==> config.mk <==
export PLATFORM = sky130hd
export DESIGN_NAME = rd_bank_arbiter
export DESIGN_NICKNAME = d
export VERILOG_FILES = /design/src/rtl/rd_bank_arbiter.sv
export SDC_FILE = /design/constraint.sdc
export NUM_CORES = 1
export LEC_CHECK = 0
export CAP_MARGIN = 15
export CORE_ASPECT_RATIO = 0.6
export CORE_UTILIZATION = 39
export CTS_BUF_LIST = sky130_fd_sc_hd__clkbuf_4 sky130_fd_sc_hd__clkbuf_8 sky130_fd_sc_hd__clkbuf_16
export CTS_CLUSTER_SIZE = 24
export DETAILED_ROUTE_END_ITERATION = 10
export PLACE_DENSITY = 0.8
export RECOVER_POWER = 100
export SKIP_CTS_REPAIR_TIMING = 1
export SYNTH_ARGS = -nofsm -noshare
export SYNTH_HDL_FRONTEND = slang
export SYNTH_SLANG_ARGS = --single-unit
==> constraint.sdc <==
create_clock -name aclk -period 1.8 [get_ports aclk]
set_input_delay 0.36 -clock aclk [delete_from_list [all_inputs] [get_ports aclk]]
set_output_delay 0.36 -clock aclk [all_outputs]
set_load 0.05 [all_outputs]
==> src/rtl/rd_bank_arbiter.sv <==
// rd_bank_arbiter: per-bank round-robin read arbiter in front of the read switch.
// At most one agent is granted per bank per cycle. Grants drive the switch enables,
// addresses and selects combinationally. rsp_valid/rsp_err mark the cycle the bank
// data returns, and a saturating counter tracks cycles with ungranted in-range requests.
module rd_bank_arbiter #(
    parameter int unsigned ADDR_WIDTH   = 8,
    parameter int unsigned NB_WRAGENT   = 2,
    parameter int unsigned NB_RDAGENT   = 2,
    parameter int unsigned SELECT_WIDTH = (NB_WRAGENT == 1) ? 1 : $clog2(NB_WRAGENT),
    parameter int unsigned COLL_WIDTH   = 16
) (
    input  logic                               aclk,
    input  logic                               srst,
    input  logic [NB_RDAGENT-1:0]              req_valid,
    output logic [NB_RDAGENT-1:0]              req_ready,
    input  logic [NB_RDAGENT*SELECT_WIDTH-1:0] req_bank,
    input  logic [NB_RDAGENT*ADDR_WIDTH-1:0]   req_addr,
    output logic [NB_RDAGENT-1:0]              m_rden,
    output logic [NB_RDAGENT*ADDR_WIDTH-1:0]   m_rdaddr,
    output logic [NB_RDAGENT*SELECT_WIDTH-1:0] rdselect,
    output logic [NB_RDAGENT-1:0]              rsp_valid,
    output logic [NB_RDAGENT-1:0]              rsp_err,
    input  logic                               clr_stat,
    output logic [COLL_WIDTH-1:0]              coll_cnt
);

    localparam int unsigned AGENT_W = (NB_RDAGENT == 1) ? 1 : $clog2(NB_RDAGENT);

    logic [AGENT_W-1:0]    ptr_q [NB_WRAGENT];
    logic [AGENT_W-1:0]    ptr_d [NB_WRAGENT];
    logic [NB_RDAGENT-1:0] grant;
    logic [NB_RDAGENT-1:0] oor;
    logic                  coll_evt;
    logic [NB_RDAGENT-1:0] rsp_valid_d;
    logic [NB_RDAGENT-1:0] rsp_err_d;
    logic [COLL_WIDTH-1:0] coll_cnt_d;

    // Flag requests aimed at banks that do not exist (widened compare stays non-constant)
    always_comb begin
        oor = '0;
        for (int unsigned i = 0; i < NB_RDAGENT; i++) begin
            oor[i] = req_valid[i] &&
                     ({1'b0, req_bank[i*SELECT_WIDTH +: SELECT_WIDTH]} >= (SELECT_WIDTH+1)'(NB_WRAGENT));
        end
    end

    // Per-bank round-robin search starting at the bank pointer; pointer moves past the winner
    always_comb begin
        logic        found;
        int unsigned idx;
        found = 1'b0;
        idx   = 0;
        grant = '0;
        for (int unsigned b = 0; b < NB_WRAGENT; b++) begin
            ptr_d[b] = ptr_q[b];
            found    = 1'b0;
            for (int unsigned k = 0; k < NB_RDAGENT; k++) begin
                idx = (32'(ptr_q[b]) + k) % NB_RDAGENT;
                if (!found && req_valid[idx] &&
                    (req_bank[idx*SELECT_WIDTH +: SELECT_WIDTH] == SELECT_WIDTH'(b))) begin
                    found      = 1'b1;
                    grant[idx] = 1'b1;
                    ptr_d[b]   = AGENT_W'((idx + 1) % NB_RDAGENT);
                end
            end
        end
    end

    // Switch-facing outputs and handshake; all forced low while in reset
    always_comb begin
        req_ready = '0;
        m_rden    = '0;
        m_rdaddr  = '0;
        rdselect  = '0;
        if (!srst) begin
            req_ready = grant | oor;
            m_rden    = grant;
            for (int unsigned i = 0; i < NB_RDAGENT; i++) begin
                if (grant[i]) begin
                    m_rdaddr[i*ADDR_WIDTH +: ADDR_WIDTH]     = req_addr[i*ADDR_WIDTH +: ADDR_WIDTH];
                    rdselect[i*SELECT_WIDTH +: SELECT_WIDTH] = req_bank[i*SELECT_WIDTH +: SELECT_WIDTH];
                end
            end
        end
    end

    // Next-state for response flags and the saturating collision counter
    always_comb begin
        rsp_valid_d = req_valid & req_ready;
        rsp_err_d   = oor & req_ready;
        coll_evt    = |(req_valid & ~oor & ~grant);
        coll_cnt_d  = coll_cnt;
        if (clr_stat) begin
            coll_cnt_d = '0;
        end else if (coll_evt && (coll_cnt != {COLL_WIDTH{1'b1}})) begin
            coll_cnt_d = coll_cnt + COLL_WIDTH'(1);
        end
    end

    // State registers with synchronous reset
    always_ff @(posedge aclk) begin
        if (srst) begin
            for (int unsigned b = 0; b < NB_WRAGENT; b++) begin
                ptr_q[b] <= '0;
            end
            rsp_valid <= '0;
            rsp_err   <= '0;
            coll_cnt  <= '0;
        end else begin
            for (int unsigned b = 0; b < NB_WRAGENT; b++) begin
                ptr_q[b] <= ptr_d[b];
            end
            rsp_valid <= rsp_valid_d;
            rsp_err   <= rsp_err_d;
            coll_cnt  <= coll_cnt_d;
        end
    end

endmodule

* Yosys cells after proc, flatten, opt, wreduce, memory -nomap -nowiden
Memory sizes are Yosys's and may differ from the RTL's.
Index checks and enable logic that the tools add are counted.
W data, S select, Z words.
** Storage, ports and cells
- Bits in registers :: 18
- Bits in latches :: 0
- Memory bits (writable) :: 2
- ROM bits :: 0
- Input bits :: 23
- Output and inout port bits :: 42
- Logic and storage cells :: 84
- Memories kept :: 1
** Operators by class
- $add $sub $neg :: 5
- $mul :: 0
- Div/mod/pow operators :: 0
- Order comparisons :: 8
- Equality and inequality tests :: 1
- Shift operators :: 4
- Multiplexer cells :: 38
- Bitwise gates (word level) :: 10
- Reduce and logical (&&, ||, !) cells :: 15
** Memories
- ptr_q :: depth 2, width 1, rd ports 2, clocked after memory_dff 0, wr ports 2, RTL line 29 : logic [AGENT_W-1:0] ptr_q [NB_WRAGENT];
** Operators by type and width (number)
- $mux W1 :: 25
- $add A16 B1 Y16 const B :: 1
- $mux W16 :: 1
- $mux W8 :: 2
- $ne A16 B16 Y1 const B :: 1
- $mux W2 :: 6
- $logic_and A1 B1 Y1 :: 11
- $lt A1 B2 Y1 const B :: 4
- $shiftx A2 B2 Y1 :: 4
- $or A2 B2 Y2 :: 3
- $add A1 B1 Y1 const B :: 4
- $and A2 B2 Y2 :: 2
- $demux W1 S1 :: 4
- $ge A1 B1 Y1 const B :: 4
- $reduce_or A2 Y1 :: 2
- $logic_not A1 Y1 :: 2
- $not A1 Y1 :: 2
- $not A2 Y2 :: 1
- $or A1 B1 Y1 :: 2

* Logic depth before layout (Yosys ltp)
An unclocked memory read counts as a cell.
- Word-level depth :: 17
- Depth in mapped cells :: 6
- Mapped depth without buffers :: 5

* Worst setup path before layout
No wires, ideal clock.
- Path kind :: input-to-output
- From :: in req_bank[1]
- To :: out m_rdaddr[0]
- Arrival :: 2.317 ns
- Data required time :: 1.440 ns
- Slack :: -0.877 ns
- Stages :: 4
- Buffers on the path :: 0
- Cell sequence :: and3_1 -> a31o_2 -> a21oi_1 -> and2_1
** On the way
- Longest elaborated chain between the ends :: 14
- Elaborated cells between the ends (all ways) :: 25
- Classes of those cells :: shift: 4; mux: 8; bitwise: 5; reduce/logical: 8
** RTL lines
- start, declared :: RTL line 16 : input logic [NB_RDAGENT*SELECT_WIDTH-1:0] req_bank,
- $shiftx A2 B2 Y1 :: RTL line 60 : (req_bank[idx*SELECT_WIDTH +: SELECT_WIDTH] == SELECT_WIDTH'(b))) begin
- $not A1 Y1 :: RTL line 60
- $logic_and A1 B1 Y1 :: RTL line 59 : if (!found && req_valid[idx] &&
- $mux W1 :: RTL line 59
- $logic_not A1 Y1 :: RTL line 59
- $logic_and A1 B1 Y1 (2 in a row) :: RTL line 59
- $mux W2 :: RTL line 59
- $or A2 B2 Y2 (no line)
- $mux W2 :: RTL line 59
- $or A2 B2 Y2 (no line)
- $mux W2 (*) :: RTL line 59
- $mux W8 (*) :: RTL line 79 : if (grant[i]) begin
- $mux W16 (*) :: RTL line 75 : if (!srst) begin
- end, declared :: RTL line 19 : output logic [NB_RDAGENT*ADDR_WIDTH-1:0] m_rdaddr,
Every way passes the cells marked *; elsewhere a longest branch is shown, timed or not.

==> results.md <==
* Final weighted congestion in routability-driven placement at 0.8404
* DPL Wire Length at 3250 um
* Skew-Pair Late Insertion Delay at 0.25 ns
* Number of input and output port buffers inserted at 62
* Final routed DRC violation total at 0
* Period minus WS final at 1.954 ns
* Yosys warnings at 0
* Buffer type at the clock tree root: sky130_fd_sc_hd__clkbuf_8
* Height of the die at 46.12 um
* Num CTS Buffers at 3
* Effective utilization at floorplan at 42.39%
* Layout net count at 253
* Top layer reached by signal wires: met4
* Core area at 2984 sq um
* FF+latch count, synth at 20
* Class of the worst hold path: input pin to register
* Chip width at 75.53 um
* Final worst setup slack at -0.1542 ns
* Synthesized-area fraction occupied by and/or/nand/nor cells at 34.82%
* Main synth FF type: sky130_fd_sc_hd__dfxtp_1
* Antenna diodes at 0
* Setup clock skew after layout at 0.001283 ns
* Leak at 0.0009657 uW
* Number of hold violations in the final report at 0
* Worst vdd rail ir drop at 293.6 uV
* Number of standard cells after synthesis at 153
* I/O pin cnt at 65
* Number of search-and-repair iterations in the first detailed-routing pass at 4
* Endpoint kind of the worst setup timing path: output pin
* Fraction of the core area covered by cells at the end of the flow at 78.20%
* Average size of a mapped cell at 8.268 sq um
* RSZ-0062 raised after global routing: yes
* Remaining global-route overflow at 0
* Layout-stage area growth over the synthesis result at 84.47%
* Routed length per placed instance at 18.25 um
* Total power at 1127 uW
* Failing checks: setup timing
* Number of max-slew violations in the final report at 0
* Pin count of the biggest net entering global routing at 14
* Pwr/cell area at 482.8 nW/um^2
* Share of the clock period used by the worst path after layout at 108.6%
* H-tree lvl count at 1
* Finish-stage setup viols at 22
* Core Rows at 15
* Syn Std Cell Area at 1265 sq um
* Global-route wire length before repair at 6285 um
* Depth of the worst register-to-register path at 6
* Number of synthesized flops with an enable pin at 0
* Data required time at the worst endpoint at 1.44 ns
* Buffer levels on the longest clock path at 2
* Kind of launch point of the worst setup path: register
* Number of nets still failing antenna checks after routing at 0
* Result of the run: finished with violations
* Clock tree from TritonCTS: yes
* Number of filler cells placed in the layout at 175
* Post-synth ARST share at 0%
* Wire length on met1 at 2202 um
* Maximum capacitance violations at 0
* CTS clk-pin slew, worst paths at 0.07 ns
* Compound-gate portion of the synthesized area at 17.21%
* Largest family of logic cells by synthesized area: simple AND/OR/NAND/NOR gates
* Mux contribution to synthesized area at 7.913%
* Cell variety after synth at 38
* Total met2 wirelength after detailed routing at 2362 um
* Xor/xnor cell area share of the yosys netlist at 0.6924%
* Number of DRC markers in iteration 0 at 112
* Antenna violations before repair at 0
* Adder-cell area share of the yosys netlist at 0.9891%
* Area of the die at 3483 sq um
* Number of clock sinks seen by CTS at 20
* Worst setup path category: register to output pin
* Post-synthesis sequential area ratio at 31.65%
* Share of post-route cells with drive strength above 1 at 48.46%
* Met3 Routed Length at 230 um
* CP arrival at 1.59 ns
* Post-detailed-route via-to-cell ratio at 5.714
* Instance count along the most critical hold path at 3
* Sum of routed wire length over all layers at 4909 um
* Crit Path Max Fanout at 5
* Aggregate global-route resource usage at 24.91%
* Total via count after detailed routing at 1537
* Maximum achievable frequency at 0.5117 GHz
* Via count of the first global-routing pass at 1252
==> kinds of logic (layout without fill, tap and decap cells) <==
family,Yosys count,count (layout)
compound gates,30,32
buf+inv,16,87
flops,20,20
mux,10,10
fa+ha+maj,1,1
simple gates,74,74
other cells,1,2
xor+xnor,1,1
==> placed cells by master (no fill, tap or decap), types with 2 or more instances in the layout <==
cell,Yosys,routed
sky130_fd_sc_hd__buf_4,5,32
sky130_fd_sc_hd__and2_4,0,18
sky130_fd_sc_hd__nand2_1,18,18
sky130_fd_sc_hd__clkdlybuf4s50_1,0,17
sky130_fd_sc_hd__dfxtp_2,0,13
sky130_fd_sc_hd__buf_12,0,11
sky130_fd_sc_hd__or3_1,11,10
sky130_fd_sc_hd__mux2i_1,10,10
sky130_fd_sc_hd__a21oi_1,11,9
sky130_fd_sc_hd__buf_6,0,9
sky130_fd_sc_hd__nand3_1,7,6
sky130_fd_sc_hd__dfxtp_1,20,6
sky130_fd_sc_hd__a211oi_1,5,5
sky130_fd_sc_hd__buf_8,0,5
sky130_fd_sc_hd__a21oi_4,0,4
sky130_fd_sc_hd__dlymetal6s2s_1,0,4
sky130_fd_sc_hd__inv_1,4,3
sky130_fd_sc_hd__and3_1,4,3
sky130_fd_sc_hd__o41ai_1,3,3
sky130_fd_sc_hd__clkbuf_8,0,3
sky130_fd_sc_hd__nand2b_4,0,2
sky130_fd_sc_hd__nand4_1,2,2
sky130_fd_sc_hd__or4_1,2,2
sky130_fd_sc_hd__or2_0,2,2
sky130_fd_sc_hd__nor4_1,2,2
sky130_fd_sc_hd__a311oi_1,2,2
sky130_fd_sc_hd__conb_1,1,2
sky130_fd_sc_hd__clkbuf_1,5,2
==> cells in the mapped netlist (all sizes together) (2+ instances only) <==
cell / n / area, sq um
or2: 3 / 18.77
and3: 4 / 25.02
nand2b: 2 / 12.51
nand2: 18 / 67.56
or4: 2 / 15.01
a211oi: 5 / 37.54
nand3: 7 / 35.03
inv: 4 / 15.01
buf: 7 / 47.55
and2: 18 / 112.6
dfxtp: 20 / 400.4
or3: 11 / 68.82
nor4: 3 / 33.78
nand4: 3 / 33.78
a311oi: 2 / 17.52
a21oi: 11 / 55.05
clkbuf: 5 / 18.77
mux2i: 10 / 100.1
o41ai: 3 / 26.28
==> sequential cells by signal, summed over array words and instances, names as in the netlist <==
signal / flops
coll_cnt: 16
ptr_q: 2
rsp_valid: 2
==> final cells by class <==
cell class | instances | area [sq um] | share of cell area [%]
Clock buffer | 3 | 41.29 | 1.769
Inverter | 4 | 15.01 | 0.6434
Multi-Input combinational cell | 120 | 939.7 | 40.27
Sequential cell | 20 | 420.4 | 18.02
Tap cell | 42 | 52.55 | 2.252
Timing Repair Buffer | 80 | 864.6 | 37.05
==> worst max-delay path, stage by stage, from the launching register on <==
cell	delay, ns
sky130_fd_sc_hd__dfxtp_2	0.35
sky130_fd_sc_hd__and3_4	0.16
sky130_fd_sc_hd__a31o_4	0.24
sky130_fd_sc_hd__a21oi_4	0.25
sky130_fd_sc_hd__and2_4	0.20
sky130_fd_sc_hd__buf_12	0.13
==> layer usage <==
metal	track usage, %	up-vias
li1	-	707
met1	35.75	749
met2	39.64	69
met3	4.595	12
met4	4.074	0
met5	0	-
==> final timing paths <==
kind / start / endpoint / slack [ns]
worst min register to register: ptr_q[0][0] / ptr_q[0][0] / 0.50
worst max register to register: coll_cnt[0] / coll_cnt[9] / 0.07
worst max-delay path: ptr_q[0][1] / m_rdaddr[1] / -0.15
worst min-delay path: req_valid[0] / rsp_valid[0] / 0.47
==> per-stage QoR <==
step,cells,hold WS (ns),instance area (sq um),worst slack [ns],setup TNS (ns)
floorplan,154,0.4720,1368,-0.07766,-0.6317
global placement,263,0.4712,2137,-0.5100,-14.54
detailed placement,263,0.4927,2137,-0.5835,-17.29
global route,269,0.4501,2333,-0.1873,-2.898
finish,269,0.4675,2333,-0.1542,-2.022
CTS,266,0.5017,2178,-0.5864,-13.50
==> power by group <==
group	total [uW]	switching, uW	internal (uW)
combinational	384	207	177
sequential	455	6.56	449
clock	287	138	149
Power figures use the tool's default switching activity.
